--- src/rtl/pc_seq_pkg.sv ---
// Shared types and encodings for the PC-source sequencer.
//   state_t  : sequencer FSM state encoding
//   cause_t  : exception cause codes as reported on exc_cause
//   PCSRC_*  : PC-source mux select encodings
//   encode_cause : fixed-priority exception encoder (opcode > ovf > div0)
package pc_seq_pkg;

  typedef enum logic [2:0] {
    ST_IDLE,
    ST_SAVE_EPC,
    ST_FETCH_VEC,
    ST_LOAD_EXC,
    ST_LOAD_EPC,
    ST_LOAD_ALU
  } state_t;

  typedef enum logic [1:0] {
    CAUSE_NONE   = 2'b00,
    CAUSE_OPCODE = 2'b01,
    CAUSE_OVF    = 2'b10,
    CAUSE_DIV0   = 2'b11
  } cause_t;

  localparam logic [1:0] PCSRC_EPC = 2'b00;
  localparam logic [1:0] PCSRC_ALU = 2'b01;
  localparam logic [1:0] PCSRC_EXC = 2'b10;

  function automatic cause_t encode_cause(input logic exc_opcode,
                                          input logic exc_ovf,
                                          input logic exc_div0);
    if (exc_opcode)    return CAUSE_OPCODE;
    else if (exc_ovf)  return CAUSE_OVF;
    else if (exc_div0) return CAUSE_DIV0;
    else               return CAUSE_NONE;
  endfunction

endpackage

--- src/rtl/pc_seq_ctrl.sv ---
// PC-source sequencer for the multicycle CPU.
// Takes redirect requests (exception, return-from-exception, branch/jump),
// saves EPC and fetches the handler vector byte on exceptions, then pulses
// pc_write with the matching PC-source select.
// Ports:
//   clk, reset                 clock, asynchronous active-high reset
//   exc_opcode/exc_ovf/exc_div0 exception request levels
//   rte_req, br_req            return-from-exception / branch request levels
//   mem_ack, mem_rdata         vector read completion and data byte
//   mem_req, mem_addr          vector read request and byte address
//   pc_src, pc_write           PC mux select and PC load strobe
//   epc_write                  EPC load strobe
//   exc_vec, exc_cause         captured handler address and cause
//   busy, done                 not-idle flag, PC-load-cycle pulse
module pc_seq_ctrl
  import pc_seq_pkg::*;
#(
  parameter int ADDR_W     = 32,
  parameter int VEC_OPCODE = 253,
  parameter int VEC_OVF    = 254,
  parameter int VEC_DIV0   = 255
) (
  input  logic              clk,
  input  logic              reset,
  input  logic              exc_opcode,
  input  logic              exc_ovf,
  input  logic              exc_div0,
  input  logic              rte_req,
  input  logic              br_req,
  input  logic              mem_ack,
  input  logic [7:0]        mem_rdata,
  output logic              mem_req,
  output logic [ADDR_W-1:0] mem_addr,
  output logic [1:0]        pc_src,
  output logic              pc_write,
  output logic              epc_write,
  output logic [ADDR_W-1:0] exc_vec,
  output logic [1:0]        exc_cause,
  output logic              busy,
  output logic              done
);

  // Vector byte address for a given cause, zero-extended to the bus width.
  function automatic logic [ADDR_W-1:0] vec_addr(input cause_t cause);
    case (cause)
      CAUSE_OPCODE: return ADDR_W'(VEC_OPCODE);
      CAUSE_OVF:    return ADDR_W'(VEC_OVF);
      CAUSE_DIV0:   return ADDR_W'(VEC_DIV0);
      default:      return '0;
    endcase
  endfunction

  state_t              state, state_next;
  cause_t              cause_q, cause_next;
  logic [ADDR_W-1:0]   vec_q, vec_next;

  // Next-state logic. Requests only matter in IDLE; mem_ack only in FETCH_VEC.
  always_comb begin
    // NOTE: every signal gets a default first so no path leaves it unassigned,
    // which would otherwise infer a latch.
    state_next = state;
    cause_next = cause_q;
    vec_next   = vec_q;
    case (state)
      ST_IDLE: begin
        if (exc_opcode || exc_ovf || exc_div0) begin
          cause_next = encode_cause(exc_opcode, exc_ovf, exc_div0);
          state_next = ST_SAVE_EPC;
        end else if (rte_req) begin
          state_next = ST_LOAD_EPC;
        end else if (br_req) begin
          state_next = ST_LOAD_ALU;
        end
      end
      ST_SAVE_EPC:  state_next = ST_FETCH_VEC;
      ST_FETCH_VEC: begin
        if (mem_ack) begin
          vec_next   = {{(ADDR_W-8){1'b0}}, mem_rdata};
          state_next = ST_LOAD_EXC;
        end
      end
      ST_LOAD_EXC,
      ST_LOAD_EPC,
      ST_LOAD_ALU:  state_next = ST_IDLE;
      default:      state_next = ST_IDLE;
    endcase
  end

  // State and captured-data registers. Outputs are decoded from the next
  // state so they are flopped and line up with the state they belong to.
  always_ff @(posedge clk or posedge reset) begin
    if (reset) begin
      state     <= ST_IDLE;
      cause_q   <= CAUSE_NONE;
      vec_q     <= '0;
      mem_req   <= 1'b0;
      mem_addr  <= '0;
      pc_src    <= PCSRC_EPC;
      pc_write  <= 1'b0;
      epc_write <= 1'b0;
      busy      <= 1'b0;
      done      <= 1'b0;
    end else begin
      // NOTE: sequential state uses non-blocking assignments so every flop
      // samples the pre-edge values regardless of statement order.
      state     <= state_next;
      cause_q   <= cause_next;
      vec_q     <= vec_next;
      mem_req   <= (state_next == ST_FETCH_VEC);
      mem_addr  <= (state_next == ST_FETCH_VEC) ? vec_addr(cause_next) : '0;
      epc_write <= (state_next == ST_SAVE_EPC);
      busy      <= (state_next != ST_IDLE);
      case (state_next)
        ST_LOAD_EXC: begin pc_src <= PCSRC_EXC; pc_write <= 1'b1; done <= 1'b1; end
        ST_LOAD_EPC: begin pc_src <= PCSRC_EPC; pc_write <= 1'b1; done <= 1'b1; end
        ST_LOAD_ALU: begin pc_src <= PCSRC_ALU; pc_write <= 1'b1; done <= 1'b1; end
        default:     begin pc_src <= PCSRC_EPC; pc_write <= 1'b0; done <= 1'b0; end
      endcase
    end
  end

  assign exc_cause = cause_q;
  assign exc_vec   = vec_q;

endmodule

--- config.mk ---
export PLATFORM = sky130hd
export DESIGN_NAME = pc_seq_ctrl
export DESIGN_NICKNAME = d
export VERILOG_FILES = /design/src/rtl/pc_seq_pkg.sv /design/src/rtl/pc_seq_ctrl.sv
export SDC_FILE = /design/constraint.sdc
export NUM_CORES = 1
export LEC_CHECK = 0
export BUFFER_PORTS_ARGS = -buffer_cell sky130_fd_sc_hd__buf_2
export CORE_MARGIN = 3
export CORE_UTILIZATION = 41
export DETAILED_ROUTE_END_ITERATION = 6
export PLACE_DENSITY_LB_ADDON = 0.2
export SYNTH_ARGS = -nofsm -noshare
export SYNTH_HDL_FRONTEND = slang
export SYNTH_SLANG_ARGS = --single-unit
--- constraint.sdc ---
create_clock -name clk -period 2 [get_ports clk]
set_input_delay 0.4 -clock clk [delete_from_list [all_inputs] [get_ports clk]]
set_output_delay 0.4 -clock clk [all_outputs]
set_load 0.05 [all_outputs]
# Yosys cells after proc, flatten, opt, wreduce, memory -nomap -nowiden

Cells that the tools add are included.

Register bits after elaboration: 51
Bits of input ports: 16

Equality and inequality tests: 10
Reduce and logical (&&, ||, !) cells: 6
Muxes and demuxes: 14

Operators by type and width:

| kind               | count |
|---|---|
| $mux 32            | 1 |
| $pmux 8 s3         | 1 |
| $mux 3             | 4 |
| $mux 2             | 5 |
| $eq 3x2->1 const B | 3 |
| $pmux 3 s3         | 1 |
| $eq 3x1->1 const B | 2 |
| $eq 3x3->1 const B | 2 |
| $eq 2x2->1 const B | 2 |
| $pmux 2 s2         | 1 |
| $logic_not 3->1    | 1 |
| $reduce_bool 3->1  | 1 |
| $reduce_or 3->1    | 1 |
| $eq 2x1->1 const B | 1 |
| $logic_or 1x1->1   | 2 |
| $reduce_and 2->1   | 1 |
| $mux 1             | 1 |

# Longest topological paths before layout

Gate-level depths: netlist of run 1.

Word-level depth: 8
Gate-level depth with buffers: 4
Mapped depth without buffers: 3

# Worst setup path before layout of run 1

No wires, ideal clock.

Kind: register -> register
Start point: register state[0]
End point: register vec_q[0], in the netlist exc_vec[0]
Data required time: 1875 ps
Library setup time: 125 ps
Arrival time: 1287 ps
Clock period less this slack: 1412 ps
Setup slack: 588 ps
Stages on the path, launching flop included: 4
Path buffers: 1
Cell sequence: dfrtp_1 > nor4bb_4 > buf_6 > mux2_2

Word-level cells in the longest chain between the ends: 2

Ends and longest elaborated chain:

| item                       | RTL line           | RTL |
|---|---|---|
| start, declared            | pc_seq_ctrl.sv:53  | `state_t state, state_next;` |
| start signal, assigned     | pc_seq_ctrl.sv:106 | `state <= state_next;` |
| $eq 3x2->1                 | pc_seq_ctrl.sv:64  | `case (state)` |
| $reduce_and 2->1 (no line) | -                  |  |
| end signal, assigned       | pc_seq_ctrl.sv:108 | `vec_q <= vec_next;` |
| end, declared              | pc_seq_ctrl.sv:55  | `logic [ADDR_W-1:0] vec_q, vec_next;` |

No other way between the ends.
A chain may end at the register's enable or synchronous reset.

# Worst setup path after layout of run 1

Start point: register state[0]
End point: register vec_q[1], in the netlist exc_vec[1]

The elaborated chain is that of the path after synthesis.

==> qor.txt, run 1 <==
=================================================================================
Power Total ........................................................      2.55 mW
Total congestion overflow ..........................................            0
Vias in the first global route .....................................          646
Placed wire-length estimate ........................................      1.60 mm
Family with the most delay on the worst path .......................   flip-flops
Maximum frequency from static timing analysis ......................      605 MHz
Register-to-Register Path Depth ....................................            3
Max FO, Critical Path ..............................................            8
Max-slew violation count ...........................................            0
Detailed Route Iter0 Violations ....................................            8
Type of destination of the critical path ...........................    flip-flop
Via total after detailed routing ...................................          755
Total Wirelength ...................................................      1.91 mm
Worst reg2reg startpoint ...........................................     state[0]
Total inserted antenna cells .......................................            0
I/O pin total ......................................................           89
Critical path data arrival time ....................................      1.85 ns
Worst-case register-to-register setup slack ........................      0.35 ns
Setup WS post-layout ...............................................     0.348 ns
Clock root buffer .................................................. sky130_fd_sc_hd__clkbuf_4
Die outline height .................................................      61.7 um
H-tree depth .......................................................            1
Reg-to-Reg End .....................................................   exc_vec[1]
Pin count of the biggest net entering global routing ...............           23
Leading cell type in the layout, fill and taps excluded ............ sky130_fd_sc_hd__conb_1
Number of buffers on the longest clock path ........................            2
Multi-input gate area in the final layout ..........................      464 um2
Count of nets after finishing ......................................          174
GP Congestion ......................................................        0.724
Post-route minimum period ..........................................      1.65 ns
RSZ-0062 raised after global routing ...............................        false
Cell with the largest stage delay on the worst path ................ sky130_fd_sc_hd__dfrtp_1
CTS Sinks ..........................................................           22
Cell area after placement ..........................................     1290 um2
Number of distinct library cells after synthesis ...................           24
Relative slew slack ................................................        63.7%
Category of the critical setup timing path .........................   reg -> reg
Leading cell types in the layout, fill and taps excluded ........... sky130_fd_sc_hd__conb_1 (48), sky130_fd_sc_hd__buf_2 (40), sky130_fd_sc_hd__dfrtp_1 (22)
TritonCTS clock tree ...............................................          yes
Die Footprint ......................................................     3810 um2
Nature of the critical path startpoint .............................    flip-flop
# fillers ..........................................................          285
Classification of the worst-slack hold path ........................  in -> async
Cell Chain, Critical Path .......................................... nor4bb_4 > buf_4 > mux2_2
Finish-stage setup viols ...........................................            0
Pwr dens ...........................................................  1930 nW/um2
Sequential element share of the synthesized area ...................        43.2%
Number of core rows ................................................           19
Layout cell share with drive strength beyond 1 .....................        36.3%
Number of cells produced by synthesis ..............................          119
Post-cts sizing count ..............................................            0
Post-detailed-route via-to-cell ratio ..............................         4.02
Wire length per cell ...............................................      10.1 um
Maximum vdd ir drop ................................................      1010 uV
Netlist Area Pre-Place .............................................     1270 um2
Crit-path max cell delay ...........................................      0.52 ns
Launch point of the worst path .....................................     state[0]
Worst-Skew Late Latency ............................................      0.30 ns
Number of optimization iterations in the first detailed-route pass .            4
Sum Neg Setup Slack ................................................         0 ns
Buffer and inverter count on the worst path ........................            1
Placement Setup Slack ..............................................     0.332 ns
Data required time at the worst endpoint ...........................      2.20 ns
Post-CTS Setup Repair Bufs .........................................            0
Worst setup path endpoint ..........................................   exc_vec[1]
Layout overhead on the synthesized area ............................        3.93%
LEAKAGE ............................................................     0.759 nW
Clock buffers created by TritonCTS .................................            3
Area of the core region ............................................     2850 um2
Number of hold buffers added after cts .............................            0
Clock-pin slew on the worst setup and hold paths ...................      0.11 ns
Effective utilization at floorplan .................................        44.6%
Wire length of the first global-routing pass .......................      2.73 mm
Final worst path period share ......................................        82.6%
Number of design rule violations left after detail routing .........            0
IO buf count .......................................................           40
Die Wd .............................................................      61.7 um
Total number of yosys warnings .....................................            0
Count of max-cap constraint violations .............................            0
Final Cell Area ....................................................     1320 um2
Hold Vio Cnt, Final ................................................            0
Worst-margin pin slew ..............................................     0.538 ns
Area of all sequential standard cells ..............................      551 um2
Run status ......................................................... finished clean
Mean instance size in the synthesized netlist ......................     10.7 um2
Worst clock skew ...................................................  0.000829 ns
WP depth ...........................................................            3
Yosys reg bits .....................................................           22
Number of antenna violations at the first check in global routing ..            0
Total routing usage reported by global routing .....................        9.70%
Remaining antenna violation count ..................................            0
=================================================================================
[kinds of logic (layout without fill, tap and decap cells)]
kind of cell	after synthesis	count (layout)	synth area share, %
buf+inv	60	51	34.2
flops	22	22	43.2
simple gates	16	16	8.74
compound gates	12	12	6.48
mux	8	8	7.07
other cells	1	48	0.294
[synthesized netlist by cell type (all sizes together)]
master / instances / share of area, %
a211oi: 1 / 0.59
a21o: 1 / 0.59
a21oi: 5 / 2.0
a221oi: 1 / 0.69
a2bb2oi: 1 / 0.69
and2b: 1 / 0.59
buf: 55 / 33
conb: 1 / 0.29
dfrtp: 22 / 43
inv: 5 / 1.5
mux2: 8 / 7.1
nand2: 2 / 0.59
nand2b: 2 / 0.98
nor2: 5 / 1.5
nor2b: 1 / 0.49
nor3: 2 / 1.7
nor4: 1 / 0.49
nor4bb: 1 / 2.0
o21bai: 1 / 0.59
o2bb2ai: 1 / 0.69
o311ai: 1 / 0.69
or2: 1 / 0.49
[layer usage]
| layer | vias to the layer above | GRT usage, % | wire [um] |
|---|---|---|---|
| met5 | - | 0 | 0 |
| met1 | 339 | 11.0 | 724 |
| met4 | 0 | 0 | 0 |
| met3 | 0 | 4.34 | 221 |
| li1 | 365 | - | - |
| met2 | 51 | 17.9 | 963 |
[metrics by stage]
stage	std cells	utilization (%)	hold WS (ns)
after floorplan	166	-	0.389
after global placement	184	45.1	0.445
after detailed placement	184	45.1	0.449
after CTS	188	46.4	0.100
after global routing	188	46.4	0.116
final	188	46.4	0.111
[report_power, final]
group	total (mW)	internal (mW)	switching, mW	leakage (nW)
registers	0.765	0.632	0.134	0.270
logic	1.55	0.357	1.19	0.468
clock network	0.235	0.111	0.124	0.0210
total	2.55	1.10	1.45	0.759
[sequential cells by signal, summed over array words and instances, names as in the netlist]
register	cells
busy	1
epc_write	1
mem_addr	3
exc_vec	8
exc_cause	2
state	3
pc_src	2
mem_req	1
done	1
[worst min-delay path: stages]
cell and delay (ns):
sky130_fd_sc_hd__buf_2 0.09, sky130_fd_sc_hd__inv_1 0.04, sky130_fd_sc_hd__buf_4 0.27
[how the worst min path moves through the flow]
stage                from          to  depth (start not counted)
floorplan           reset        busy                          1
global placement    reset  exc_vec[2]                          3
detailed placement  reset  exc_vec[2]                          3
CTS                 reset  exc_vec[2]                          3
global route        reset  exc_vec[7]                          3
finish              reset  exc_vec[2]                          3
[cell type report]
cell class | count | area share (%)
inverters | 5 | 1.42
repair buffers | 42 | 16.3
flip-flops and latches | 22 | 41.6
multi-input cells | 84 | 35.1
well taps | 31 | 2.93
clock buffers | 4 | 2.74
Note: power is estimated with default switching activity, not from simulation.
==> run 2: changes to the inputs <==
CORE_UTILIZATION = 37   (was 41)
clock period = 1.5 ns   (was 2 ns; I/O delays follow)
==> run 2 against run 1 <==
Design area is 6.6% higher. Final cell count is 11% higher. Routed wire length is 8.1% higher. Sequential share of layout area is 2.6 points lower.
==> qor.txt, run 2 (same netlist as run 1, synthesis figures left out) <==
=================================================================================
Run status ......................................................... finished clean
Global routing usage on met1 .......................................        11.3%
Post-cts sizing count ..............................................            0
Relative slew slack ................................................        57.6%
Critical path data arrival time ....................................      1.60 ns
Layout cell share with drive strength beyond 1 .....................        38.4%
Die Wd .............................................................      64.7 um
Nature of the critical path startpoint .............................    flip-flop
Layout overhead on the synthesized area ............................        10.8%
Maximum vdd ir drop ................................................      1260 uV
Wire length per cell ...............................................      9.92 um
Total inserted antenna cells .......................................            0
Max-slew violation count ...........................................            0
Effective utilization at floorplan .................................        40.1%
Classification of the worst-slack hold path ........................    in -> reg
Worst-Skew Late Latency ............................................      0.31 ns
TritonCTS clock tree ...............................................          yes
# fillers ..........................................................          311
Type of destination of the critical path ...........................    flip-flop
Layout Cells excl Fill .............................................          208
Worst clock skew ...................................................   0.00212 ns
Clock root buffer .................................................. sky130_fd_sc_hd__clkbuf_4
Clock buffers created by TritonCTS .................................            3
RSZ-0062 raised after global routing ...............................        false
Die Footprint ......................................................     4180 um2
Leading cell types in the layout, fill and taps excluded ........... sky130_fd_sc_hd__conb_1 (48), sky130_fd_sc_hd__buf_2 (40), sky130_fd_sc_hd__dfrtp_1 (22)
Number of antenna violations at the first check in global routing ..            0
Pwr dens ...........................................................  2570 nW/um2
Via total after detailed routing ...................................          788
Most utilized layer in the global route result .....................         met2
Vias in the first global route .....................................          687
Final worst path period share ......................................        92.7%
CTS Sinks ..........................................................           22
Number of design rule violations left after detail routing .........            0
Leading cell type in the layout, fill and taps excluded ............ sky130_fd_sc_hd__conb_1
Placed wire-length estimate ........................................      1.73 mm
Number of instances in the placed design ...........................          203
Total Wirelength ...................................................      2.06 mm
LEAKAGE ............................................................     0.801 nW
Clock-pin slew on the worst setup and hold paths ...................      0.12 ns
Worst-margin pin slew ..............................................     0.627 ns
Met2 layer usage reported by global route ..........................        15.5%
GRT met3 Usage .....................................................        4.85%
Number of optimization iterations in the first detailed-route pass .            4
I/O pin total ......................................................           89
Count of nets after finishing ......................................          181
Die outline height .................................................      64.7 um
Sum Neg Setup Slack ................................................         0 ns
Remaining antenna violation count ..................................            0
H-tree depth .......................................................            1
Data required time at the worst endpoint ...........................      1.71 ns
IO buf count .......................................................           40
Area of the core region ............................................     3180 um2
Total congestion overflow ..........................................            0
Number of core rows ................................................           20
Post-detailed-route via-to-cell ratio ..............................         3.79
Total routing usage reported by global routing .....................        9.36%
Post-CTS Setup Repair Bufs .........................................            0
Max FO, Critical Path ..............................................            8
Category of the critical setup timing path .........................   reg -> reg
Maximum frequency from static timing analysis ......................      719 MHz
Count of max-cap constraint violations .............................            0
Post-route minimum period ..........................................      1.39 ns
Detailed Route Iter0 Violations ....................................            5
GP Congestion ......................................................        0.728
Wire length of the first global-routing pass .......................      3.06 mm
Hold Vio Cnt, Final ................................................            0
Pin count of the biggest net entering global routing ...............           23
Number of flip-flops in the largest register .......................            8
Finish-stage setup viols ...........................................            0
Number of buffers on the longest clock path ........................            2
=================================================================================
-- run 2: cell types whose count changed in the layout (fill, tap and decap cells not counted) --
cell,delta
sky130_fd_sc_hd__bufinv_16,+1
sky130_fd_sc_hd__buf_4,+6
sky130_fd_sc_hd__dlygate4sd3_1,+1
sky130_fd_sc_hd__clkbuf_8,-1
-- run 2: critical path: stages (launching register included) --
cell                       delay (ns)
sky130_fd_sc_hd__dfrtp_1         0.43
sky130_fd_sc_hd__nor4bb_4        0.31
sky130_fd_sc_hd__buf_4           0.21
sky130_fd_sc_hd__mux2_2          0.34
-- run 2: stage by stage --
step | hold slack [ns] | power, mW | worst slack [ns] | cell area, um2 | util [%]
finish | 0.205 | 3.63 | 0.109 | 1410 | 44.4
global route | 0.190 | 3.81 | 0.0404 | 1410 | 44.4
CTS | 0.187 | 3.66 | 0.0999 | 1410 | 44.4
detailed placement | 0.343 | 3.20 | 0.117 | 1350 | 42.4
global placement | 0.344 | 3.18 | 0.134 | 1350 | 42.4
floorplan | 0.289 | 2.91 | 0.0879 | 1450 | -
-- run 2: final timing paths --
| kind | from | slack, ns | depth (start not counted) | to |
|---|---|---|---|---|
| min in group asynchronous | reset | 0.55 | 4 | exc_vec[7] |
| min reg2reg | exc_vec[1] | 0.52 | 1 | exc_vec[1] |
| max in group asynchronous | reset | 0.74 | 4 | epc_write |
| max reg2reg | state[0] | 0.11 | 3 | exc_vec[0] |
| max | state[0] | 0.11 | 3 | exc_vec[0] |
| min | exc_opcode | 0.21 | 2 | exc_cause[1] |
-- run 2: repair_timing --
| item | 4_1_cts | 5_1_grt |
|---|---|---|
| endpoints found under the setup margin | 0 | 0 |
| hold buffers | 1 | 0 |
| hold endpoints to repair | 22 | 0 |
-- run 2: area by class of cell --
type / count / area, um2 / share of cell area (%)
clock buffer: 3 / 22.5 / 1.60
clock inverter: 1 / 30.0 / 2.13
inverter: 5 / 18.8 / 1.33
multi-input combinational: 84 / 464 / 32.9
sequential: 22 / 551 / 39.0
tap: 44 / 55.1 / 3.90
timing repair buffer: 49 / 270 / 19.1
-- run 2: metal layers --
layer	vias up	part of all wire [%]
li1	374	-
met1	355	39
met2	59	47
met3	0	15
met4	0	0
met5	-	0
-- run 2: report_power, final --
group	internal (mW)	total, mW	switching (mW)
clock	0.270	0.448	0.177
combinational	0.544	2.20	1.66
sequential	0.843	0.977	0.134
total	1.66	3.63	1.97
